===== config.mk =====
export PLATFORM = sky130hd
export DESIGN_NAME = ascon_block_packer
export DESIGN_NICKNAME = d
export VERILOG_FILES = /design/src/rtl/ascon_block_packer.sv
export SDC_FILE = /design/constraint.sdc
export NUM_CORES = 1
export LEC_CHECK = 0
export ABC_AREA = 1
export BUFFER_PORTS_ARGS = -buffer_cell sky130_fd_sc_hd__buf_2
export CORE_ASPECT_RATIO = 1.75
export CORE_UTILIZATION = 51
export CTS_BUF_LIST = sky130_fd_sc_hd__clkbuf_4
export DETAILED_ROUTE_END_ITERATION = 6
export PLACE_DENSITY = 0.9
export SYNTH_ARGS = -nofsm -noshare
export SYNTH_HDL_FRONTEND = slang
export SYNTH_SLANG_ARGS = --single-unit

===== constraint.sdc =====
create_clock -name clock_i -period 2.1 [get_ports clock_i]
set_clock_uncertainty 0.15 [all_clocks]
set_input_delay 0.315 -clock clock_i [delete_from_list [all_inputs] [get_ports clock_i]]
set_output_delay 0.315 -clock clock_i [all_outputs]
set_load 0.1 [all_outputs]

===== src/rtl/ascon_block_packer.sv =====
// ascon_block_packer
//   Packs 32-bit input words into 128-bit Ascon-128a rate blocks and applies
//   the 10* padding (PAD_BYTE, then zeros). Each block is tagged with its
//   stream type (AD or text), a final-block flag and its payload byte count.
//   When a stream ends exactly on a 16-byte boundary, a separate pad-only
//   block follows the full data block.
//
// Optional feature (macro ASCON_BLOCK_PACKER_CNT_EN):
//   adds blocks_cnt_o, a saturating count of emitted blocks.
//
// Ports:
//   clock_i        clock, rising edge
//   resetb_i       asynchronous active-low reset
//   data_i         input word, byte k = data_i[8k+7:8k]
//   data_valid_i   input word valid
//   data_last_i    word is last of the current AD/text stream
//   data_nbytes_i  valid bytes in a last word (1..4, others treated as 4)
//   data_type_i    0 = associated data, 1 = plaintext/ciphertext
//   data_ready_o   packer accepts a word this cycle
//   block_o        rate block, word w at block_o[32w+31:32w]
//   block_valid_o  block_o valid
//   block_ready_i  downstream consumes the block
//   block_last_o   block carries the padding
//   block_type_o   type of the block
//   block_nbytes_o payload bytes in the block, 0..16
//   blocks_cnt_o   emitted-block count (optional feature only)
module ascon_block_packer #(
  parameter logic [7:0] PAD_BYTE = 8'h01
`ifdef ASCON_BLOCK_PACKER_CNT_EN
  , parameter int CNT_WIDTH = 16
`endif
) (
  input  logic         clock_i,
  input  logic         resetb_i,
  input  logic [31:0]  data_i,
  input  logic         data_valid_i,
  input  logic         data_last_i,
  input  logic [2:0]   data_nbytes_i,
  input  logic         data_type_i,
  output logic         data_ready_o,
  output logic [127:0] block_o,
  output logic         block_valid_o,
  input  logic         block_ready_i,
  output logic         block_last_o,
  output logic         block_type_o,
  output logic [4:0]   block_nbytes_o
`ifdef ASCON_BLOCK_PACKER_CNT_EN
  , output logic [CNT_WIDTH-1:0] blocks_cnt_o
`endif
);

  typedef enum logic [1:0] {
    ST_FILL = 2'd0,
    ST_HOLD = 2'd1,
    ST_PAD  = 2'd2
  } state_t;

  state_t         state_r, state_s;
  logic [1:0]     widx_r, widx_s;
  logic [127:0]   block_r, block_s;
  logic           last_r, last_s;
  logic           type_r, type_s;
  logic [4:0]     nbytes_r, nbytes_s;
  logic           pad_r, pad_s;
  logic           valid_r, valid_s;
  logic           ready_r, ready_s;

  logic [2:0]     nb_s;
  logic [3:0]     be_s;
  logic [31:0]    word_s;
  logic [4:0]     total_s;

  // Effective byte count of the incoming word and its masked contents
  always_comb begin
    nb_s = 3'd4;
    if (data_last_i) begin
      case (data_nbytes_i)
        3'd1, 3'd2, 3'd3, 3'd4: nb_s = data_nbytes_i;
        default:                nb_s = 3'd4;
      endcase
    end else begin
      nb_s = 3'd4;
    end
    case (nb_s)
      3'd1:    be_s = 4'b0001;
      3'd2:    be_s = 4'b0011;
      3'd3:    be_s = 4'b0111;
      default: be_s = 4'b1111;
    endcase
    word_s = {be_s[3] ? data_i[31:24] : 8'h00,
              be_s[2] ? data_i[23:16] : 8'h00,
              be_s[1] ? data_i[15:8]  : 8'h00,
              be_s[0] ? data_i[7:0]   : 8'h00};
    // Payload length of the block if this word closes the stream
    total_s = {1'b0, widx_r, 2'b00} + {2'b00, nb_s};
  end

  // Next-state and next-output logic for the FILL/HOLD/PAD sequencer
  always_comb begin
    state_s  = state_r;
    widx_s   = widx_r;
    block_s  = block_r;
    last_s   = last_r;
    type_s   = type_r;
    nbytes_s = nbytes_r;
    pad_s    = pad_r;
    valid_s  = 1'b0;
    ready_s  = 1'b0;
    case (state_r)
      ST_FILL: begin
        // ready_r is low only in the first cycle after reset release
        if (data_valid_i && ready_r) begin
          block_s[{widx_r, 5'd0} +: 32] = word_s;
          if (widx_r == 2'd0) begin
            type_s = data_type_i;
          end else begin
            type_s = type_r;
          end
          if (data_last_i) begin
            state_s = ST_HOLD;
            widx_s  = 2'd0;
            valid_s = 1'b1;
            if (total_s < 5'd16) begin
              // Upper bytes are already zero: the block is cleared on each handshake
              block_s[{total_s[3:0], 3'b000} +: 8] = PAD_BYTE;
              last_s   = 1'b1;
              nbytes_s = total_s;
              pad_s    = 1'b0;
            end else begin
              last_s   = 1'b0;
              nbytes_s = 5'd16;
              pad_s    = 1'b1;
            end
          end else if (widx_r == 2'd3) begin
            state_s  = ST_HOLD;
            widx_s   = 2'd0;
            valid_s  = 1'b1;
            last_s   = 1'b0;
            nbytes_s = 5'd16;
            pad_s    = 1'b0;
          end else begin
            widx_s  = widx_r + 2'd1;
            ready_s = 1'b1;
          end
        end else begin
          ready_s = 1'b1;
        end
      end
      ST_HOLD: begin
        if (block_ready_i) begin
          if (pad_r) begin
            state_s = ST_PAD;
          end else begin
            state_s  = ST_FILL;
            block_s  = 128'd0;
            last_s   = 1'b0;
            nbytes_s = 5'd0;
            ready_s  = 1'b1;
          end
        end else begin
          valid_s = 1'b1;
        end
      end
      ST_PAD: begin
        block_s  = {120'd0, PAD_BYTE};
        last_s   = 1'b1;
        nbytes_s = 5'd0;
        pad_s    = 1'b0;
        valid_s  = 1'b1;
        state_s  = ST_HOLD;
      end
      default: begin
        state_s  = ST_FILL;
        widx_s   = 2'd0;
        block_s  = 128'd0;
        last_s   = 1'b0;
        nbytes_s = 5'd0;
        pad_s    = 1'b0;
        ready_s  = 1'b1;
      end
    endcase
  end

  // State and registered-output update
  always_ff @(posedge clock_i or negedge resetb_i) begin
    if (!resetb_i) begin
      state_r  <= ST_FILL;
      widx_r   <= 2'd0;
      block_r  <= 128'd0;
      last_r   <= 1'b0;
      type_r   <= 1'b0;
      nbytes_r <= 5'd0;
      pad_r    <= 1'b0;
      valid_r  <= 1'b0;
      ready_r  <= 1'b0;
    end else begin
      state_r  <= state_s;
      widx_r   <= widx_s;
      block_r  <= block_s;
      last_r   <= last_s;
      type_r   <= type_s;
      nbytes_r <= nbytes_s;
      pad_r    <= pad_s;
      valid_r  <= valid_s;
      ready_r  <= ready_s;
    end
  end

  assign data_ready_o   = ready_r;
  assign block_o        = block_r;
  assign block_valid_o  = valid_r;
  assign block_last_o   = last_r;
  assign block_type_o   = type_r;
  assign block_nbytes_o = nbytes_r;

`ifdef ASCON_BLOCK_PACKER_CNT_EN
  logic [CNT_WIDTH-1:0] cnt_r;

  // Saturating count of output handshakes, pad-only blocks included
  always_ff @(posedge clock_i or negedge resetb_i) begin
    if (!resetb_i) begin
      cnt_r <= '0;
    end else if (valid_r && block_ready_i && (cnt_r != '1)) begin
      cnt_r <= cnt_r + CNT_WIDTH'(1);
    end else begin
      cnt_r <= cnt_r;
    end
  end

  assign blocks_cnt_o = cnt_r;
`endif

endmodule


==> impl_metrics.json <==
{
  "vias": 8687,
  "clk_pin_slew_ns": 0.12,
  "io_pins": 178,
  "port_buffers": 177,
  "fmax_mhz": 459.2,
  "yosysWarnings": 0,
  "area_delta_synth_final_pct": 32.00,
  "maxCapViolCount": 0,
  "critPathMostFrequentCell": "nand2_1",
  "rsz0062_at_grt": "true",
  "power_density_nw_per_um2": 1580,
  "grt.total_usage_pct": 34.66,
  "ir_worst_vdd_v": 0.0009676,
  "worst_setup_path_end_kind": "register",
  "cts.sinks": 142,
  "fin_nets": 1307,
  "drt_wl_total_um": 27540,
  "synthCells": 1005,
  "final_common_cell": "nand2_1",
  "finalMaxSlewViolations": 0,
  "dpl_worst_slack_ns": -0.2051,
  "syn_area_sq_um": 7600,
  "clock_path_buffers": 2,
  "fin_util_pct": 69.47,
  "ys_ff_latch": 142,
  "synth_nets": 1059,
  "crit_slowest_cell": "dfrtp_2",
  "status": "finished, violations left",
  "slowest_delay_ns": 0.47,
  "layout_common_cells": "nand2_1 (293), buf_2 (176), dfrtp_1 (139), o21ai_0 (97), nand3_1 (76)",
  "reg2regPathDepth": 10,
  "cp-start-kind": "register",
  "worstPathArrival_ns": 2.50,
  "die_x_um": 94.28,
  "hold_class": "in -> reg",
  "path_max_fanout": 5,
  "fin_ws_ns": -0.07762,
  "min_period_ns": 2.178,
  "setup_viol": 2,
  "tns_ns": -0.08902,
  "period_share_pct": 103.7,
  "insertion_delay_ns": 0.56,
  "violations": "design-rule violations, negative setup slack",
  "worst_slew_pin_slew_ns": 0.5735,
  "root_buffer": "clkbuf_4",
  "htree_levels": 4,
  "fp.dieH_um": 163.5,
  "antenna_found_initial": 2,
  "cts_tree": "yes",
  "num_rows": 58,
  "grt_pass1_vias": 8069,
  "reg2reg_to": "block_o[83]",
  "crit_type": "reg -> reg",
  "max_slew_margin_pct": 62.03,
  "drt-pass1-iter-count": 7,
  "hold_viol": 0,
  "wl_per_cell_um": 19.03,
  "gp_congestion": 0.9599,
  "initial_core_util_pct": 52.63,
  "min_from": "data_i[15]",
  "hold_depth": 5,
  "crit_chain": "inv_4 -> ha_4 -> buf_6 -> nand2_1 -> nor2_4 -> buf_8 -> nand4_1 -> o21ai_1 -> nand2_1 -> o21ai_0",
  "drc_errors": 6,
  "coreArea_sq_um": 14440,
  "avgSynthCellArea_sq_um": 7.562,
  "synth.distinct_cells": 40,
  "grt_pass1_wl_um": 40880,
  "p_leak_nw": 5.207,
  "numCtsBuffers": 17,
  "routed_via_density": 6.003,
  "grt-ovfl-total": 0,
  "ant_nets": 0,
  "die-area_sq_um": 15410,
  "fin_hold_ws_ns": 0.001691,
  "yosysSeqAreaShare_pct": 46.76,
  "hpwl_um": 18810,
  "grt_start_max_net_pins": 46,
  "reg2reg_slack_ns": -0.08,
  "drt_iter0_markers": 1241,
  "drive_above_1_share_pct": 30.20,
  "holdPathEnd": "block_o[15]",
  "cp_data_required_time_ns": 2.43,
  "worst_r2r_startpoint": "widx_r[0]",
  "finalPower_w": 0.01585
}
final cells by class:
type | count | area, sq um
clock inverter | 13 | 125.1
fill | 1021 | 4409
inverter | 74 | 317.8
tap | 180 | 225.2
timing repair buffer | 280 | 1846
clock buffer | 18 | 135.1
multi-input combinational | 738 | 3821
antenna | 2 | 5.005
sequential | 142 | 3557
power by group:
group | internal, W | switching, W | total (W)
Clock | 0.000693 | 0.00102 | 0.00171
Combinational | 0.00244 | 0.00798 | 0.0104
Sequential | 0.00326 | 0.000456 | 0.00371
Total | 0.00640 | 0.00945 | 0.0158
cells by family after synthesis:
| group | count (synthesis) | share of synthesized area [%] |
|---|---|---|
| multiplexers | 1 | 0.1482 |
| AO/OA/AOI/OAI | 198 | 14.41 |
| adder cells (fa/ha/maj) | 13 | 2.140 |
| flip-flops | 142 | 46.76 |
| buffers and inverters | 125 | 6.635 |
| AND/OR/NAND/NOR | 526 | 29.91 |
state kept, by name, indices dropped and copies added, names as in the netlist:
| name | cells |
|---|---|
| block_last_o | 1 |
| block_valid_o | 1 |
| pad_r | 1 |
| data_ready_o | 1 |
| block_o | 128 |
| block_nbytes_o | 5 |
| state_r | 2 |
| block_type_o | 1 |
| widx_r | 2 |
worst max-delay path by stage:
stage / from / endpoint / slack [ns]
2_1_floorplan: data_last_i / block_o[81] / -0.03
3_3_place_gp: data_last_i / block_o[126] / -0.13
3_5_place_dp: data_last_i / block_o[125] / -0.21
4_1_cts: state_r[0] / block_o[69] / -0.04
5_1_grt: widx_r[0] / block_o[102] / -0.14
6_report: widx_r[0] / block_o[83] / -0.08
through the flow:
step | std cells | instance area [sq um]
final | 1447 | 10030
after CTS | 1432 | 9696
after global placement | 1382 | 9210
after detailed placement | 1382 | 9210
after global routing | 1447 | 10030
after floorplan | 1005 | 7740
Yosys cell counts, drive strengths merged:
master	instances	area (sq um)
nand2	313	1195
dfrtp	142	3553
o21ai	122	614.3
nor2	90	382.9
nand3	84	437.9
inv	72	270.3
a21oi	35	186.4
clkbuf	34	130.1
nand4	32	206.5
buf	17	96.34
ha	13	162.7
o211ai	11	82.58
o22ai	10	62.56
a22oi	8	60.06
nor3	7	51.30
o31ai	4	30.03
a31oi	3	18.77
clkinv	2	7.510
a21boi	1	7.510
a21o	1	7.510
a22o	1	8.760
a32oi	1	8.760
mux2	1	11.26
o21bai	1	7.510
repair_timing:
| action | in CTS | in global routing |
|---|---|---|
| hold endpoints to repair | 168 | 0 |
| pin swaps | 1 | 13 |
| gates resized for setup | 11 | 63 |
| endpoints found under the setup margin | 21 | 116 |
| cloned | 0 | 1 |
| setup buffers | 1 | 12 |
| hold buffers | 18 | 0 |
critical path, delay by kind of cell, from the launching register on:
kind                     cells  cell delay (ns)
buffers and inverters        3             0.34
AO/OA/AOI/OAI                2             0.24
flip-flops                   1             0.47
AND/OR/NAND/NOR              4             0.61
adder cells (fa/ha/maj)      1             0.27
per-layer routing:
| layer | vias to the layer above | routed length (um) | GRT usage (%) |
|---|---|---|---|
| met5 | - | 0 | 0 |
| met2 | 699 | 13290 | 55.99 |
| met1 | 3948 | 9528 | 42.04 |
| li1 | 3836 | - | - |
| met4 | 0 | 2011 | 20.77 |
| met3 | 204 | 2711 | 7.123 |
Power figures use the tool's default switching activity.
